`src/rtl/axi_pkg.sv`:
```
// Shared encodings for the AXI burst master: FSM states, burst types and
// response codes, plus a response-severity helper.
package axi_pkg;

  typedef enum logic [2:0] {
    S_IDLE,
    S_WADDR,
    S_WDATA,
    S_WRESP,
    S_RADDR,
    S_RDATA
  } state_e;

  localparam logic [1:0] BURST_FIXED = 2'b00;
  localparam logic [1:0] BURST_INCR  = 2'b01;
  localparam logic [1:0] BURST_WRAP  = 2'b10;

  localparam logic [1:0] RESP_OKAY   = 2'b00;
  localparam logic [1:0] RESP_EXOKAY = 2'b01;
  localparam logic [1:0] RESP_SLVERR = 2'b10;
  localparam logic [1:0] RESP_DECERR = 2'b11;

  function automatic logic [1:0] resp_max(input logic [1:0] a, input logic [1:0] b);
    return (a > b) ? a : b;
  endfunction

endpackage

```
`src/rtl/axi_beat_cnt.sv`:
```
// Beat counter shared by the W and R paths; last_o flags the beat whose
// index equals the AXI LEN value.
module axi_beat_cnt (
  input  logic       clk,
  input  logic       rst,
  input  logic       clr_i,
  input  logic       inc_i,
  input  logic [7:0] len_i,
  output logic       last_o
);

  logic [7:0] cnt_q;

  always_ff @(posedge clk) begin
    if (rst || clr_i) cnt_q <= 8'd0;
    else if (inc_i)   cnt_q <= cnt_q + 8'd1;
  end

  assign last_o = (cnt_q == len_i);

endmodule

```
`src/rtl/axi_burst_master.sv`:
```
// Single-outstanding AXI3 burst master: converts one command into an AW/W/B
// or AR/R sequence and pulses done with the burst response.
module axi_burst_master
  import axi_pkg::*;
#(
  parameter int ADDR_WIDTH = 32,
  parameter int DATA_WIDTH = 32,
  parameter int ID_WIDTH   = 16
) (
  input  logic                    clk,
  input  logic                    rst,
  input  logic                    cmd_valid,
  output logic                    cmd_ready,
  input  logic                    cmd_write,
  input  logic [ADDR_WIDTH-1:0]   cmd_addr,
  input  logic [ID_WIDTH-1:0]     cmd_id,
  input  logic [7:0]              cmd_len,
  input  logic [2:0]              cmd_size,
  input  logic                    wd_valid,
  output logic                    wd_ready,
  input  logic [DATA_WIDTH-1:0]   wd_data,
  input  logic [DATA_WIDTH/8-1:0] wd_strb,
  output logic                    rd_valid,
  input  logic                    rd_ready,
  output logic [DATA_WIDTH-1:0]   rd_data,
  output logic                    rd_last,
  output logic                    done,
  output logic [1:0]              done_resp,
  output logic [ADDR_WIDTH-1:0]   AWADDR,
  output logic [ID_WIDTH-1:0]     AWID,
  output logic [1:0]              AWBURST,
  output logic [7:0]              AWLEN,
  output logic [2:0]              AWSIZE,
  output logic                    AWVALID,
  input  logic                    AWREADY,
  output logic [DATA_WIDTH-1:0]   WDATA,
  output logic [ID_WIDTH-1:0]     WID,
  output logic [DATA_WIDTH/8-1:0] WSTRB,
  output logic                    WLAST,
  output logic                    WVALID,
  input  logic                    WREADY,
  input  logic [ID_WIDTH-1:0]     BID,
  input  logic [1:0]              BRESP,
  input  logic                    BVALID,
  output logic                    BREADY,
  output logic [ID_WIDTH-1:0]     ARID,
  output logic [ADDR_WIDTH-1:0]   ARADDR,
  output logic [2:0]              ARSIZE,
  output logic [1:0]              ARBURST,
  output logic [7:0]              ARLEN,
  output logic                    ARVALID,
  input  logic                    ARREADY,
  input  logic [ID_WIDTH-1:0]     RID,
  input  logic [DATA_WIDTH-1:0]   RDATA,
  input  logic [1:0]              RRESP,
  input  logic                    RLAST,
  input  logic                    RVALID,
  output logic                    RREADY
);

  state_e                state_q;
  logic [ADDR_WIDTH-1:0] addr_q;
  logic [ID_WIDTH-1:0]   id_q;
  logic [7:0]            len_q;
  logic [2:0]            size_q;
  logic [1:0]            resp_q;
  logic                  err_q;

  logic       w_hs, r_hs, beat_last, beat_clr;
  logic       rd_err;
  logic [1:0] rd_resp_d;
  logic       unused_bid;

  // B responses are not ID-checked; with one burst outstanding BID is implied.
  assign unused_bid = ^BID;

  assign w_hs     = (state_q == S_WDATA) && wd_valid && WREADY;
  assign r_hs     = (state_q == S_RDATA) && RVALID && rd_ready;
  assign beat_clr = (w_hs && beat_last) || (r_hs && RLAST);

  axi_beat_cnt u_beat (
    .clk    (clk),
    .rst    (rst),
    .clr_i  (beat_clr),
    .inc_i  (w_hs || r_hs),
    .len_i  (len_q),
    .last_o (beat_last)
  );

  // A short burst or a foreign RID anywhere in the burst overrides the worst RRESP.
  assign rd_err    = err_q || (RID != id_q) || !beat_last;
  assign rd_resp_d = rd_err ? RESP_SLVERR : resp_max(resp_q, RRESP);

  always_ff @(posedge clk) begin
    if (rst) begin
      state_q <= S_IDLE;
      addr_q  <= '0;
      id_q    <= '0;
      len_q   <= '0;
      size_q  <= '0;
      resp_q  <= RESP_OKAY;
      err_q   <= 1'b0;
    end else begin
      case (state_q)
        S_IDLE: if (cmd_valid) begin
          addr_q  <= cmd_addr;
          id_q    <= cmd_id;
          len_q   <= cmd_len;
          size_q  <= cmd_size;
          resp_q  <= RESP_OKAY;
          err_q   <= 1'b0;
          state_q <= cmd_write ? S_WADDR : S_RADDR;
        end
        S_WADDR: if (AWREADY) state_q <= S_WDATA;
        S_WDATA: if (w_hs && beat_last) state_q <= S_WRESP;
        S_WRESP: if (BVALID) state_q <= S_IDLE;
        S_RADDR: if (ARREADY) state_q <= S_RDATA;
        S_RDATA: if (r_hs) begin
          resp_q <= resp_max(resp_q, RRESP);
          err_q  <= err_q || (RID != id_q);
          if (RLAST) state_q <= S_IDLE;
        end
        default: state_q <= S_IDLE;
      endcase
    end
  end

  assign cmd_ready = (state_q == S_IDLE) && !rst;

  assign AWADDR  = addr_q;
  assign AWID    = id_q;
  assign AWBURST = BURST_INCR;
  assign AWLEN   = len_q;
  assign AWSIZE  = size_q;
  assign AWVALID = (state_q == S_WADDR);

  assign WDATA    = wd_data;
  assign WSTRB    = wd_strb;
  assign WID      = id_q;
  assign WVALID   = (state_q == S_WDATA) && wd_valid;
  assign wd_ready = (state_q == S_WDATA) && WREADY;
  assign WLAST    = (state_q == S_WDATA) && beat_last;

  assign BREADY = (state_q == S_WRESP);

  assign ARADDR  = addr_q;
  assign ARID    = id_q;
  assign ARBURST = BURST_INCR;
  assign ARLEN   = len_q;
  assign ARSIZE  = size_q;
  assign ARVALID = (state_q == S_RADDR);

  assign rd_valid = (state_q == S_RDATA) && RVALID;
  assign RREADY   = (state_q == S_RDATA) && rd_ready;
  assign rd_data  = RDATA;
  assign rd_last  = (state_q == S_RDATA) && RLAST;

  // Completion is signalled on the finishing handshake itself, so the
  // following cycle is the IDLE cycle that accepts the next command.
  assign done      = !rst && (((state_q == S_WRESP) && BVALID) || (r_hs && RLAST));
  assign done_resp = !done ? RESP_OKAY : (state_q == S_WRESP) ? BRESP : rd_resp_d;

endmodule

```
`config.mk`:
```
export PLATFORM = sky130hd
export DESIGN_NAME = axi_burst_master
export DESIGN_NICKNAME = d
export VERILOG_FILES = /design/src/rtl/axi_pkg.sv /design/src/rtl/axi_beat_cnt.sv /design/src/rtl/axi_burst_master.sv
export SDC_FILE = /design/constraint.sdc
export NUM_CORES = 1
export LEC_CHECK = 0
export BUFFER_PORTS_ARGS = -buffer_cell sky130_fd_sc_hd__buf_2
export CORE_AREA = 4 4 153 155
export DETAILED_ROUTE_END_ITERATION = 6
export DIE_AREA = 0 0 157 159
export GPL_ROUTABILITY_DRIVEN = 1
export PLACE_DENSITY_LB_ADDON = 0.15
export SLEW_MARGIN = 10
export SYNTH_ARGS = -nofsm -noshare
export SYNTH_HDL_FRONTEND = slang
export SYNTH_SLANG_ARGS = --single-unit
```
`constraint.sdc`:
```
create_clock -name clk -period 2.75 [get_ports clk]
set_input_delay 0.4125 -clock clk [delete_from_list [all_inputs] [get_ports clk]]
set_output_delay 0.4125 -clock clk [all_outputs]
set_load 0.005 [all_outputs]
```
== Word-level counts from Yosys, hierarchy flattened ==
Cells that the tools add are included.
Storage, ports and cells
  bits in registers: 73
  word-level logic and storage cells: 69
  output and inout bits: 219
  input port bits: 175
Operators by class
  mux-type cells: 19
  eq/ne operators: 14
  add/sub/neg operators: 1
  reductions and logical operators: 26
  magnitude comparators: 1
Operators by type and width (number)
  $mux W3: 8
  $pmux W3 S6: 1
  $ne A16 B16 Y1: 1
  $logic_and A1 B1 Y1: 13
  $mux W2: 6
  $add A8 B1 Y8 const B: 1
  $eq A8 B8 Y1: 1
  $ne A2 B2 Y1 const B: 4
  $reduce_and A7 Y1: 1
  $eq A3 B2 Y1 const B: 2
  $eq A3 B3 Y1 const B: 2
  $logic_or A1 B1 Y1: 6
  $ne A2 B1 Y1 const B: 3
  $pmux W2 S2: 1
  $eq A3 B1 Y1 const B: 1
  $logic_not A3 Y1: 1
  $reduce_and A3 Y1: 1
  $gt A2 B2 Y1: 1
  $logic_not A1 Y1: 2
  $mux W1: 2
  $pmux W1 S2: 1
  $reduce_and A2 Y1: 1
  $reduce_bool A2 Y1: 1

== Depth between registers and ports, before layout ==
Gate-level depths: netlist of run 1.
  depth after elaboration: 7
  depth in mapped cells: 7
  depth with buffers taken out: 7

== Modules after synthesis ==
From an unflattened synthesis of run 1, not the netlist that was laid out.
Second synthesis, totals
  cell total of the unflattened synthesis: 560
  area total of the unflattened synthesis: 4319.1 um^2
Modules (own cells, without submodules)
  axi_burst_master: cells an instance 510, area each 3886.2 um^2, seq. area each 1301.2 um^2, times used 1
  axi_beat_cnt: cells an instance 50, area each 432.9 um^2, seq. area each 160.2 um^2, times used 1

== Least setup slack after synthesis of run 1 ==
No wires, ideal clock.
  path type: input port to output port
  start point: input RID[14]
  end point: output done_resp[0]
  arrival time: 1.836 ns
  required time: 2.338 ns
  stages: 5
  path buffers: 0
  setup slack: 0.502 ns
  path through: xnor2_1 -> nand3_1 -> or4_1 -> or4_4 -> o32ai_2
On the way
  longest elaborated chain between the ends: 6
Ends and longest elaborated chain
  from (decl): line axi_burst_master.sv:53  | input logic [ID_WIDTH-1:0] RID,
  $ne A16 B16 Y1: line axi_burst_master.sv:91  | assign rd_err = err_q || (RID != id_q) || !beat_last;
  $logic_or A1 B1 Y1 (2 in series): line axi_burst_master.sv:91
  $mux W2: line axi_burst_master.sv:92  | assign rd_resp_d = rd_err ? RESP_SLVERR : resp_max(resp_q, RRESP);
  $mux W2 (2 in series): line axi_burst_master.sv:161  | assign done_resp = !done ? RESP_OKAY : (state_q == S_WRESP) ? BRESP : rd_resp_d;
  to (decl): line axi_burst_master.sv:28  | output logic [1:0] done_resp,
No other way between the ends.

== Final worst setup path of run 1 ==
  start point: register id_q[2] (netlist: ARID[2])
  end point: output done_resp[0]
On the way
  longest elaborated chain between the ends: 6
Ends and longest elaborated chain
  from (decl): line axi_burst_master.sv:63  | logic [ID_WIDTH-1:0] id_q;
  from (signal assigned): line axi_burst_master.sv:107  | id_q <= cmd_id;
  $ne A16 B16 Y1: line axi_burst_master.sv:91
  $logic_or A1 B1 Y1 (2 in series): line axi_burst_master.sv:91
  $mux W2: line axi_burst_master.sv:92
  $mux W2 (2 in series): line axi_burst_master.sv:161
No other way between the ends.

==> summary.log, run 1 <==
INFO  outcome        run_status=finished clean
INFO  global_routing antenna_found_initial=1
INFO  cts            cts_buffers=9
INFO  critical_path  rr_worst_depth=6
INFO  critical_path  r2r-end=u_beat.cnt_q[7]$_SDFFE_PP0P_
INFO  global_routing grt_first_pass_wirelength=21300um
INFO  die            io_pins=394
INFO  cts            clock_tree.htree_level_count=3
INFO  synthesis      synth.ff_latch_count=73
INFO  place          globalplace.congestion=0.723
INFO  worst_hold_path path_category_of_the_worst_min_delay_check=in -> reg
INFO  critical_path  arrival_time_of_data_at_the_critical_path_endpoint=2.33ns
INFO  drt            drt_first_pass_iters=4
INFO  die            initial_utilization=0.198
INFO  cts            clock-sinks=73
INFO  synthesis      synth_cells=563
INFO  finish         post_route_cells_drive_above_1_share=0.455
INFO  finish         multiInputGateArea=1710um^2
INFO  cts            cts_root_buf=sky130_fd_sc_hd__clkbuf_16
INFO  critical_path  worstPathRequired=2.34ns
INFO  synthesis      yosys.area.top_type=sky130_fd_sc_hd__dfxtp_1
INFO  synthesis      synth_sequential_area_ratio=0.339
INFO  timing         max_clock_skew=0.00552ns
INFO  drt            routed_wl=14200um
INFO  synthesis      ys_async_sr_fraction=0
INFO  critical_path  crit_chain=xor2_1, nor4_1, buf_4, nand2_4, or4_4, o32ai_2, buf_2
INFO  finish         postLayoutCoreUtil=0.239
INFO  timing         timing.hold.ws=0.303ns
INFO  synthesis      synth_cell_type_count=39
INFO  die            core_area=21800um^2
INFO  critical_path  startpoint=ARID[2]$_SDFFE_PP0P_
INFO  synthesis      dominantRegCellSynth=sky130_fd_sc_hd__dfxtp_1
INFO  synthesis      ys_top_cells_by_area=sky130_fd_sc_hd__dfxtp_1 (34%), sky130_fd_sc_hd__buf_4 (26%), sky130_fd_sc_hd__nand2_1 (12%)
INFO  drt            vias_per_cell=3.93
INFO  critical_path  cpMaxStageDelayCell=sky130_fd_sc_hd__or4_4
INFO  power          ir_worst_vdd=221uV
INFO  finish         finish.net_count=845
INFO  timing         layout_worst_path_cycle_share=0.998
INFO  synthesis      post_synth_xor_area_fraction=0.0609
INFO  cts            cts_tree=done
INFO  timing         final.min_clock_period=2.75ns
INFO  synthesis      post_synth_instance_area=4320um^2
INFO  critical_path  reg2reg_from=state_q[1]$_SDFFE_PP0P_
INFO  place          detailedPlacementHpwl=10600um
INFO  finish         final-instance-count-excl-fill=952
INFO  cts            cts_hold_buffers=0
INFO  critical_path  worst-path-max-fanout=3
INFO  finish         area.sequential=1490um^2
INFO  worst_hold_path min_path_cells=3
INFO  critical_path  timing.critical_path.buf_inv=2
INFO  timing         timing.fmax=364MHz
INFO  timing         timing_hold_violations_final=0
INFO  synthesis      synthesis.yosys.warnings=0
INFO  critical_path  startpoint_type=flip-flop
INFO  power          p_leak=2.65nW
INFO  synthesis      synthAdderAreaFrac=0.0116
INFO  drt            drt.antenna.violating_nets=0
INFO  global_routing groute.usage.overall=0.110
INFO  finish         area_delta_synth_final=20.6%
INFO  drt            remaining_drc_errors=0
INFO  global_routing number_of_global_route_vias_before_repair=3670
INFO  synthesis      synth_compound_gate_area_share=0.106
INFO  timing         setup_viol=0
INFO  synthesis      post_synth_and_or_nand_nor_area_fraction=0.196
INFO  timing         finalSetupTns=0ns
INFO  synthesis      syn_avg_cell_area=7.67um^2
INFO  place          numPlacedInstances=929
INFO  die            rows=54
INFO  synthesis      number_of_flops_mapped_to_enable_cells_by_yosys=0
INFO  timing         maxSlewViolCount=0
INFO  cts            clk-insertion-delay-late=0.34ns
INFO  place          port_buffer_count=237
INFO  critical_path  timing.setup.critical_path_class=reg -> out
INFO  critical_path  rrSetupSlack=0.90ns
INFO  global_routing grt_max_degree=37
INFO  critical_path  endpoint_kind=primary output
INFO  cts            cts_max_path_buffers=2
INFO  synthesis      yosys-mux-area-fraction=0.00232
INFO  critical_path  cpLargestDelayFamily=simple AND/OR/NAND/NOR gates
INFO  critical_path  cp.depth=7
INFO  power          power_per_cell_area=610nW/um^2
INFO  drt            dr.first_iter.drc_count=142
INFO  critical_path  crit_end=done_resp[0]
INFO  finish         fillers=2482
INFO  cts            path_clk_slew=0.06ns
INFO  die            design.die.area=25000um^2
INFO  die            die-width=157um
INFO  global_routing grt_overflow_total=0
INFO  drt            vias=3739
INFO  synthesis      netlist.area_leader.share=0.339
INFO  die            die_height=159um
INFO  job            max_cap_violations=0
INFO  synthesis      dominant_combinational_cell_family_by_area_after_synthesis=buffers and inverters
INFO  drt            detail_route.wl_per_cell=14.9um
INFO  timing         unrepaired_setup_endpoints_after_global_routing=yes
INFO  critical_path  delay_of_the_slowest_cell_on_the_worst_path=0.55ns
tightest hold or removal path, stage by stage:
cell                      delay [ns]
sky130_fd_sc_hd__buf_2          0.09
sky130_fd_sc_hd__nand2_1        0.04
sky130_fd_sc_hd__a21oi_1        0.05
worst min-delay path by stage:
stage | to | slack, ns | start
finish | ARID[15]$_SDFFE_PP0P_ | 0.30 | cmd_id[15]
global route | ARID[15]$_SDFFE_PP0P_ | 0.29 | cmd_id[15]
CTS | ARADDR[23]$_SDFFE_PP0P_ | 0.28 | cmd_addr[23]
detailed placement | ARADDR[23]$_SDFFE_PP0P_ | 0.45 | ARADDR[23]$_SDFFE_PP0P_
global placement | ARADDR[17]$_SDFFE_PP0P_ | 0.46 | ARADDR[17]$_SDFFE_PP0P_
floorplan | err_q$_SDFFE_PP0P_ | 0.44 | err_q$_SDFFE_PP0P_
layout make-up:
type                            instances  share of cell area
Tap cell                              280              0.0673
Inverter                                7             0.00505
Multi-Input combinational cell        314               0.327
Antenna cell                            1            0.000481
Clock buffer                            9              0.0432
Timing Repair Buffer                  261               0.262
Clock inverter                          7             0.00889
Sequential cell                        73               0.285
cell usage in the layout, fill, tap and decap left out, types with 6 or more instances in the layout:
master and instances:
sky130_fd_sc_hd__nand4_1 6, sky130_fd_sc_hd__clkbuf_16 9, sky130_fd_sc_hd__dfxtp_1 60, sky130_fd_sc_hd__xor2_1 23
sky130_fd_sc_hd__a21oi_1 66, sky130_fd_sc_hd__buf_2 237, sky130_fd_sc_hd__buf_4 24, sky130_fd_sc_hd__inv_1 7
sky130_fd_sc_hd__nor2_1 13, sky130_fd_sc_hd__and2_1 6, sky130_fd_sc_hd__dfxtp_2 10, sky130_fd_sc_hd__nand2_1 134
metrics by stage:
stage | area (um^2) | setup WS (ns) | power, mW
finish | 5210 | 0.00482 | 3.18
global route | 5210 | -0.0804 | 3.40
CTS | 5110 | -0.0887 | 3.26
detailed placement | 4810 | 0.0607 | 2.08
global placement | 4810 | 0.0436 | 2.09
floorplan | 4320 | 0.502 | 1.87
routing by layer:
layer | track usage | vias up | wire, um
met3 | 0.0410 | 32 | 1350
met4 | 0.0438 | 0 | 337
met1 | 0.130 | 1649 | 5870
met2 | 0.178 | 186 | 6660
li1 | - | 1872 | -
met5 | 0 | - | 0
logic make-up (layout without fill, tap and decap cells):
family / Yosys count / after routing
AOI/OAI and AO/OA: 81 / 81
xor gates and xnor gates: 30 / 30
adders and majority gates: 4 / 4
buffers and inverters: 178 / 284
DFF: 73 / 73
muxes: 1 / 1
other: 2 / 5
and+or+nand+nor: 194 / 194
synth_stat cells, types with 2 or more instances:
cell / number
sky130_fd_sc_hd__ha_1: 4
sky130_fd_sc_hd__nor4_1: 5
sky130_fd_sc_hd__a21oi_1: 66
sky130_fd_sc_hd__nand2b_1: 2
sky130_fd_sc_hd__conb_1: 2
sky130_fd_sc_hd__nor2b_1: 5
sky130_fd_sc_hd__and3_1: 2
sky130_fd_sc_hd__buf_4: 147
sky130_fd_sc_hd__dfxtp_1: 73
sky130_fd_sc_hd__o21ai_0: 3
sky130_fd_sc_hd__nand3_1: 6
sky130_fd_sc_hd__a21boi_0: 3
sky130_fd_sc_hd__nand2_1: 135
sky130_fd_sc_hd__nand3b_1: 3
sky130_fd_sc_hd__xor2_1: 23
sky130_fd_sc_hd__clkbuf_1: 23
sky130_fd_sc_hd__and2_1: 6
sky130_fd_sc_hd__inv_1: 7
sky130_fd_sc_hd__nor2_1: 13
sky130_fd_sc_hd__xnor2_1: 7
sky130_fd_sc_hd__nor3_1: 4
sky130_fd_sc_hd__or3_1: 2
sky130_fd_sc_hd__nand4_1: 6
registers in the layout, indices dropped and copies added (netlist names):
signal,cells
ARSIZE,3
ARLEN,8
ARADDR,32
resp_q,2
u_beat.cnt_q,8
ARID,16
state_q,3
err_q,1
what timing repair did:
action                     4_1_cts  5_1_grt
pin swaps                        6        7
resized for setup                7       19
setup endpoints to repair        2        2
buffers inserted                 1        5
where the power goes:
part           leakage, nW  internal (mW)  total (mW)  switching [mW]
sequential           0.604           1.16        1.26          0.0953
clock                0.128          0.609        1.11           0.502
combinational         1.92          0.370       0.809           0.439
total                 2.65           2.14        3.18            1.04
Note: power is estimated with default switching activity, not from simulation.
==> run 2, diff against run 1 <==
--- a/config.mk
+++ b/config.mk
@@ -13,2 +13,3 @@
 export PLACE_DENSITY_LB_ADDON = 0.15
+export SETUP_SLACK_MARGIN = 0.5
 export SLEW_MARGIN = 10
==> constraint.sdc (replaced) <==
create_clock -name clk -period 2.75 [get_ports clk]
set_input_delay 0.6875 -clock clk [delete_from_list [all_inputs] [get_ports clk]]
set_output_delay 0.6875 -clock clk [all_outputs]
set_load 0.005 [all_outputs]
==> summary.log, run 2 (synthesis gave the netlist of run 1 again) <==
INFO  global_routing number_of_global_route_vias_before_repair=3816 [+4.0%]
INFO  finish         finish.net_count=864 [+2.2%]
INFO  cts            cts_hold_buffers=0 [unchanged]
INFO  power          p_leak=2.79nW [+5.2%]
INFO  timing         max_clock_skew=0.0119ns [+0.00642 ns]
INFO  critical_path  arrival_time_of_data_at_the_critical_path_endpoint=2.46ns [+0.13 ns]
INFO  power          power_per_cell_area=618nW/um^2 [+1.3%]
INFO  die            die_height=159um [unchanged]
INFO  finish         area_delta_synth_final=27.2%
INFO  global_routing grt_max_degree=46 [+24%]
INFO  die            io_pins=394 [unchanged]
INFO  finish         largest_reg_flops=32 [unchanged]
INFO  global_routing grtUsageMet2=0.190 [+0.0117]
INFO  cts            cts_tree=done
INFO  global_routing grt_first_pass_wirelength=21800um [+2.1%]
INFO  power          comb_power_share=0.257 [+0.003]
INFO  cts            cts_max_path_buffers=2 [unchanged]
INFO  drt            drt_first_pass_iters=4 [unchanged]
INFO  timing         tightest_slew=0.501ns
INFO  die            initial_utilization=0.198 [unchanged]
INFO  power          seqPwrFrac=0.367 [-0.029]
INFO  timing         final.min_clock_period=3.14ns [+0.399 ns]
INFO  drt            detail_route.wl_per_cell=14.7um [-1.5%]
INFO  cts            clock_tree.htree_level_count=3 [unchanged]
INFO  die            core_area=21800um^2 [unchanged]
INFO  power          p_sw=1.03mW [-1.0%]
INFO  critical_path  crit_chain=buf_6, xnor2_2, nand4_1, or4_4, or4_4, o32ai_4, buf_2
INFO  die            rows=54 [unchanged]
INFO  place          detailedPlacementHpwl=11000um [+3.6%]
INFO  critical_path  cpMaxStageDelayCell=sky130_fd_sc_hd__or4_4
INFO  critical_path  worst-path-max-fanout=2 [-1]
INFO  finish         final-instance-count-excl-fill=970 [+1.9%]
INFO  critical_path  delay_of_the_slowest_cell_on_the_worst_path=0.51ns [-0.04 ns]
INFO  finish         post_route_cells_drive_above_1_share=0.474 [+0.0194]
INFO  die            design.die.area=25000um^2 [unchanged]
INFO  cts            path_clk_slew=0.06ns [about the same]
INFO  die            die-width=157um [unchanged]
INFO  finish         fillers=2453 [-1.2%]
INFO  power          ir_worst_vdd=308uV [+39%]
INFO  critical_path  startpoint_type=input pin
INFO  drt            routed_wl=14300um [+0.32%]
INFO  critical_path  endpoint_kind=primary output
INFO  drt            drt.antenna.violating_nets=0 [unchanged]
INFO  drt            remaining_drc_errors=0 [unchanged]
INFO  global_routing most_crowded_layer_gr=met2
INFO  global_routing groute.usage.overall=0.111 [+0.00114]
INFO  job            max_cap_violations=0 [unchanged]
INFO  power          netSwitchingFraction=0.302 [-0.0238]
INFO  timing         timing.fmax=318MHz [-13%]
INFO  finish         antenna-diode-count=0 [-1]
INFO  outcome        failed_checks=setup timing
INFO  place          globalplace.congestion=0.757 [+4.7%]
INFO  global_routing grt.met3_usage=0.0397 [-0.00136]
INFO  timing         slew_headroom=0.657
INFO  finish         most_common_cell_after_layout_fill_and_taps_aside=sky130_fd_sc_hd__buf_2
INFO  worst_hold_path path_category_of_the_worst_min_delay_check=reg -> reg
INFO  global_routing grt_overflow_total=0 [unchanged]
INFO  critical_path  timing.setup.critical_path_class=in -> out
INFO  timing         timing_hold_violations_final=0 [unchanged]
INFO  critical_path  worstPathRequired=2.06ns [-0.28 ns]
INFO  timing         maxSlewViolCount=0 [unchanged]
INFO  finish         design_area=5490um^2 [+5.4%]
INFO  drt            vias_per_cell=3.94 [+0.19%]
INFO  cts            clock-sinks=73 [unchanged]
INFO  cts            clk-insertion-delay-late=0.34ns [about the same]
INFO  timing         setup_viol=2 [+2]
INFO  finish         most-common-layout-cells=sky130_fd_sc_hd__buf_2 (232), sky130_fd_sc_hd__nand2_1 (133), sky130_fd_sc_hd__a21oi_1 (66), sky130_fd_sc_hd__dfxtp_1 (64), sky130_fd_sc_hd__buf_4 (40)
INFO  power          internal_dissipation=2.37mW [+11%]
INFO  timing         layout_worst_path_cycle_share=1.14 [+0.145]
INFO  global_routing antenna_found_initial=0 [-1]
INFO  timing         unrepaired_setup_endpoints_after_global_routing=yes
INFO  power          clkPwrFrac=0.375 [+0.025]
INFO  critical_path  rrSetupSlack=0.92ns [+0.02 ns]
INFO  drt            vias=3817 [+2.1%]
INFO  drt            dr.first_iter.drc_count=111 [-22%]
INFO  timing         post-route-worst-setup-slack=-0.394ns [-0.399 ns]
INFO  cts            cts_buffers=9 [unchanged]
INFO  global_routing use_met1=0.126 [-0.00406]
INFO  critical_path  crit_top_cell=sky130_fd_sc_hd__or4_4
INFO  cts            cts_root_buf=sky130_fd_sc_hd__clkbuf_16
INFO  place          detailed_place.area=4960um^2 [+3.3%]
INFO  place          port_buffer_count=237 [unchanged]
INFO  power          report.power.total=3.39mW [+6.8%]
INFO  outcome        run_status=finished, violations left
INFO  place          numPlacedInstances=947 [+1.9%]
run 2: changes by cell type in the layout (fill, tap and decap cells not counted), moves of 2 or more:
cell / before / now
sky130_fd_sc_hd__buf_4: 24 / 40
sky130_fd_sc_hd__clkinvlp_4: 3 / 0
sky130_fd_sc_hd__dfxtp_1: 60 / 64
sky130_fd_sc_hd__dfxtp_2: 10 / 8
sky130_fd_sc_hd__dfxtp_4: 3 / 1
sky130_fd_sc_hd__buf_2: 237 / 232
sky130_fd_sc_hd__bufinv_16: 0 / 2
sky130_fd_sc_hd__buf_6: 0 / 7
run 2: layer usage:
layer / up-vias / wire length, um
met4: 0 / 263
met5: - / 0
li1: 1907 / -
met2: 174 / 7190
met1: 1713 / 5480
met3: 23 / 1330
run 2: cell type report:
cell class / count / area (um^2) / share of cell area
Timing Repair Buffer: 280 / 1560 / 0.283
Clock inverter: 7 / 92.6 / 0.0169
Inverter: 7 / 26.3 / 0.00479
Clock buffer: 9 / 225 / 0.0410
Tap cell: 280 / 350 / 0.0638
Multi-Input combinational cell: 314 / 1760 / 0.321
Sequential cell: 73 / 1480 / 0.269
run 2: metrics by stage:
step	util	hold WS, ns	TNS, ns	setup slack, ns
6_report	0.252	0.465	-0.711	-0.394
5_1_grt	0.252	0.489	-0.883	-0.486
4_1_cts	0.248	0.467	-0.826	-0.449
3_5_place_dp	0.227	0.458	-0.871	-0.483
3_3_place_gp	0.227	0.451	-0.836	-0.457
2_1_floorplan	-	0.443	0	0.00620
run 2: power by group through the flow:
stage	Clock [mW]	Combinational, mW	Sequential, mW
after detailed placement	0	0.858	1.27
after global routing	1.39	0.981	1.26
after global placement	0	0.860	1.27
after CTS	1.35	0.886	1.25
final	1.27	0.872	1.25
after floorplan	0	0.591	1.28
run 2: timing repair:
item,CTS,global route
pin swaps,9,5
endpoints found under the setup margin,4,4
resized for setup,23,14
buffers inserted,6,1
run 2: path summary, 6_finish.rpt:
| check | start | cells past startpoint | endpoint |
|---|---|---|---|
| worst min-delay path | ARADDR[15]$_SDFFE_PP0P_ | 2 | ARADDR[15]$_SDFFE_PP0P_ |
| worst min register to register | ARADDR[15]$_SDFFE_PP0P_ | 2 | ARADDR[15]$_SDFFE_PP0P_ |
| worst max register to register | state_q[2]$_SDFFE_PP0P_ | 6 | u_beat.cnt_q[3]$_SDFFE_PP0P_ |
| worst max-delay path | RID[6] | 7 | done_resp[0] |
run 2: critical path, delay by kind of cell:
| family | cells | cell delay, ns |
|---|---|---|
| and+or+nand+nor | 3 | 1.14 |
| AOI/OAI and AO/OA | 1 | 0.27 |
| buffers and inverters | 2 | 0.24 |
| xor gates and xnor gates | 1 | 0.11 |
==> run 3, diff against run 2 <==
Settings changed: CORE_AREA 4 4 153 155 to 4 4 152 154, DIE_AREA 0 0 157 159 to 0 0 156 158, SYNTH_HIERARCHICAL set to 1.
Clock period 2.75 ns to 3.7 ns, I/O delays scaled along.
==> summary.log, run 3 <==
INFO  power          power_per_cell_area=574nW/um^2 [-7.1%]
INFO  die            die-width=156um [-0.64%]
INFO  die            design.die.area=24600um^2 [-1.3%]
INFO  global_routing grt_max_degree=62 [+35%]
INFO  synthesis      ys_top_cells_by_area=sky130_fd_sc_hd__dfxtp_1 (34%), sky130_fd_sc_hd__buf_4 (26%), sky130_fd_sc_hd__nand2_1 (11%)
INFO  finish         most-common-layout-cells=sky130_fd_sc_hd__buf_2 (233), sky130_fd_sc_hd__nand2_1 (129), sky130_fd_sc_hd__dfxtp_1 (73), sky130_fd_sc_hd__a21oi_1 (66), sky130_fd_sc_hd__xor2_1 (15)
INFO  cts            path_clk_slew=0.05ns [about the same]
INFO  timing         tightest_slew=0.700ns [+0.199 ns]
INFO  global_routing grt_overflow_total=0 [unchanged]
INFO  timing         slew_headroom=0.534 [-0.123]
INFO  cts            clock-sinks=73 [unchanged]
INFO  critical_path  worst-path-max-fanout=2 [unchanged]
INFO  cts            cts_max_path_buffers=2 [unchanged]
INFO  cts            cts_tree=done
INFO  outcome        run_status=finished clean
INFO  timing         timing_hold_violations_final=0 [unchanged]
INFO  critical_path  rrSetupSlack=1.53ns [+0.61 ns]
INFO  cts            clk-insertion-delay-late=0.33ns [about the same]
INFO  worst_hold_path hold_path_end=ARADDR[23]$_SDFFE_PP0P_
INFO  drt            vias=3687 [-3.4%]
INFO  critical_path  rr_worst_depth=6 [unchanged]
INFO  critical_path  cpMaxStageDelayCell=sky130_fd_sc_hd__mux2_2
INFO  power          report.power.total=2.90mW [-15%]
INFO  finish         area_delta_synth_final=16.7%
INFO  timing         finalSetupTns=0ns [+0.711 ns]
INFO  cts            cts_setup_buffers=0 [-6]
INFO  critical_path  r2r-end=u_beat/cnt_q[5]$_SDFFE_PP0P_
INFO  synthesis      netlist.area_leader.share=0.338 [about the same]
INFO  synthesis      synth_sequential_area_ratio=0.338 [about the same]
INFO  synthesis      synthesis.yosys.warnings=6 [+6]
INFO  synthesis      synth_cells=560 [-0.53%]
INFO  drt            dr.first_iter.drc_count=168 [+51%]
INFO  synthesis      number_of_flops_mapped_to_enable_cells_by_yosys=0 [unchanged]
INFO  cts            cts_hold_buffers=0 [unchanged]
INFO  finish         largest_reg_flops=32 [unchanged]
INFO  die            initial_utilization=0.199 [+0.00135]
INFO  timing         final.min_clock_period=3.25ns
INFO  global_routing grt.met3_usage=0.0385 [-0.00114]
INFO  global_routing antenna_found_initial=2 [+2]
INFO  global_routing use_met1=0.115 [-0.0113]
INFO  critical_path  cpLargestDelayFamily=compound AO/OA/AOI/OAI gates
INFO  synthesis      synth.ff_latch_count=73 [unchanged]
INFO  global_routing most_crowded_layer_gr=met2
INFO  synthesis      synth_cell_type_count=42 [+7.7%]
INFO  timing         setup_viol=0 [-2]
INFO  drt            detail_route.wl_per_cell=14.9um [+1.2%]
INFO  timing         unrepaired_setup_endpoints_after_global_routing=yes
INFO  drt            vias_per_cell=3.98 [+1.1%]
INFO  die            die_height=158um [-0.63%]
INFO  drt            remaining_drc_errors=0 [unchanged]
INFO  synthesis      ys_async_sr_fraction=0 [unchanged]
INFO  place          globalplace.congestion=0.741 [-2.2%]
INFO  synthesis      syn_avg_cell_area=7.71um^2 [+0.59%]
INFO  critical_path  timing.setup.critical_path_class=in -> out
INFO  timing         timing.fmax=308MHz
INFO  critical_path  arrival_time_of_data_at_the_critical_path_endpoint=2.32ns [-0.14 ns]
INFO  critical_path  crit_top_cell=sky130_fd_sc_hd__buf_2
INFO  finish         postLayoutCoreUtil=0.232 [-0.0190]
INFO  drt            drt_first_pass_iters=4 [unchanged]
INFO  place          detailedPlacementHpwl=10900um [-1.5%]
INFO  cts            clock_tree.htree_level_count=3 [unchanged]
INFO  critical_path  endpoint_kind=primary output
INFO  synthesis      most_used_standard_cell_by_instance_count_after_synthesis=sky130_fd_sc_hd__buf_4
INFO  synthesis      post_synth_instance_area=4320um^2 [about the same]
INFO  worst_hold_path path_category_of_the_worst_min_delay_check=reg -> reg
INFO  cts            cts_root_buf=sky130_fd_sc_hd__clkbuf_16
INFO  timing         timing.hold.ws=0.465ns [-0.000298 ns]
INFO  synthesis      synthTopCellsByCount=sky130_fd_sc_hd__buf_4 (149), sky130_fd_sc_hd__nand2_1 (129), sky130_fd_sc_hd__dfxtp_1 (73), sky130_fd_sc_hd__a21oi_1 (66), sky130_fd_sc_hd__xor2_1 (15)
INFO  place          port_buffer_count=237 [unchanged]
INFO  cts            cts_buffers=9 [unchanged]
INFO  finish         finish.net_count=821 [-5.0%]
INFO  critical_path  worstPathRequired=2.77ns [+0.71 ns]
INFO  drt            routed_wl=13800um [-3.3%]
INFO  place          detailed_place.area=4690um^2 [-5.6%]
INFO  synthesis      yosys.area.top_type=sky130_fd_sc_hd__dfxtp_1
INFO  synthesis      dominantRegCellSynth=sky130_fd_sc_hd__dfxtp_1
INFO  worst_hold_path min_path_cells=2 [unchanged]
INFO  finish         post_route_cells_drive_above_1_share=0.426 [-0.0482]
INFO  critical_path  delay_of_the_slowest_cell_on_the_worst_path=0.38ns [-0.13 ns]
INFO  global_routing grt_first_pass_wirelength=20100um [-7.8%]
INFO  worst_hold_path hp-start=ARADDR[23]$_SDFFE_PP0P_
INFO  global_routing number_of_global_route_vias_before_repair=3512 [-8.0%]
INFO  global_routing groute.usage.overall=0.106 [-0.00461]
INFO  timing         maxSlewViolCount=0 [unchanged]
INFO  critical_path  reg2reg_from=state_q[0]$_SDFFE_PP0P_
INFO  finish         most_common_cell_after_layout_fill_and_taps_aside=sky130_fd_sc_hd__buf_2
INFO  critical_path  crit_chain=buf_2, inv_1, ha_1, o22ai_1, mux2_2, a31o_1, buf_2
INFO  critical_path  startpoint_type=input pin
INFO  timing         layout_worst_path_cycle_share=0.877
INFO  die            rows=54 [unchanged]
INFO  power          p_leak=2.52nW [-9.7%]
INFO  die            io_pins=394 [unchanged]
INFO  finish         design_area=5040um^2 [-8.1%]
INFO  power          ir_worst_vdd=170uV [-45%]
INFO  critical_path  timing.critical_path.buf_inv=3 [+1]
INFO  global_routing grtUsageMet2=0.188 [-0.00225]
INFO  drt            drt.antenna.violating_nets=0 [unchanged]
INFO  timing         max_clock_skew=0.00561ns [-0.00634 ns]
INFO  die            core_area=21700um^2 [-0.62%]
INFO  job            max_cap_violations=0 [unchanged]
==> run 3: changes by cell type after synthesis, sizes merged, moves of 4 or more <==
cell    before  now
xnor2        7   13
and3         2    6
xor2        23   15
and2         6    1
nand2      135  129
buf        148  158
clkbuf      23   15
nor2b        5    0
==> run 3: cell families after synthesis <==
| group | Yosys count | synth area share |
|---|---|---|
| other cells | 2 | 0.00174 |
| xor+xnor | 28 | 0.0568 |
| flops | 73 | 0.338 |
| simple gates | 186 | 0.191 |
| fa+ha+maj | 4 | 0.0116 |
| compound gates | 83 | 0.103 |
| mux | 3 | 0.00724 |
| buf+inv | 181 | 0.290 |
==> run 3: what timing repair did <==
item | CTS | global route
pin swaps | 2 | 2
setup endpoints to repair | 2 | 2
gates resized for setup | 9 | 5
==> run 3: worst max path at each step <==
stage,endpoint,cells after the start,slack (ns),start
global route,done_resp[0],7,0.36,RID[7]
finish,done_resp[0],7,0.45,RRESP[1]
global placement,done_resp[0],7,0.16,RID[7]
floorplan,done_resp[0],5,0.81,RRESP[1]
detailed placement,done_resp[0],7,0.14,RID[7]
CTS,done_resp[0],7,0.35,RID[7]
==> run 3: where the power goes <==
part,switching [mW],internal (mW)
clock,0.333,0.467
sequential,0.176,0.928
combinational,0.552,0.442
total,1.06,1.84
==> run 3: through the flow <==
step | worst slack, ns | cells
after CTS | 0.345 | 926
after global routing | 0.358 | 927
final | 0.454 | 927
after detailed placement | 0.144 | 911
after floorplan | 0.809 | 562
after global placement | 0.161 | 911
==> run 3: cell type report <==
cell class / instances / area, um^2
well taps: 280 / 350
fillers: 2435 / 16600
diodes: 1 / 2.50
flip-flops and latches: 73 / 1460
clock inverters: 3 / 17.5
inverters: 8 / 30.0
repair buffers: 242 / 1250
clock buffers: 12 / 246
multi-input cells: 308 / 1690
==> run 3: tightest hold or removal path, stage by stage (launching register included) <==
cell and delay, ns:
sky130_fd_sc_hd__dfxtp_1 0.31, sky130_fd_sc_hd__nand2_1 0.05, sky130_fd_sc_hd__a21oi_1 0.05
==> run 3: routing by layer <==
metal  part of all wire  wire length (um)  up-vias
met5            0.00094                13        -
met2               0.51              7070      191
li1                   -                 -     1816
met4              0.022               304        2
met3              0.093              1280       28
met1               0.37              5130     1650
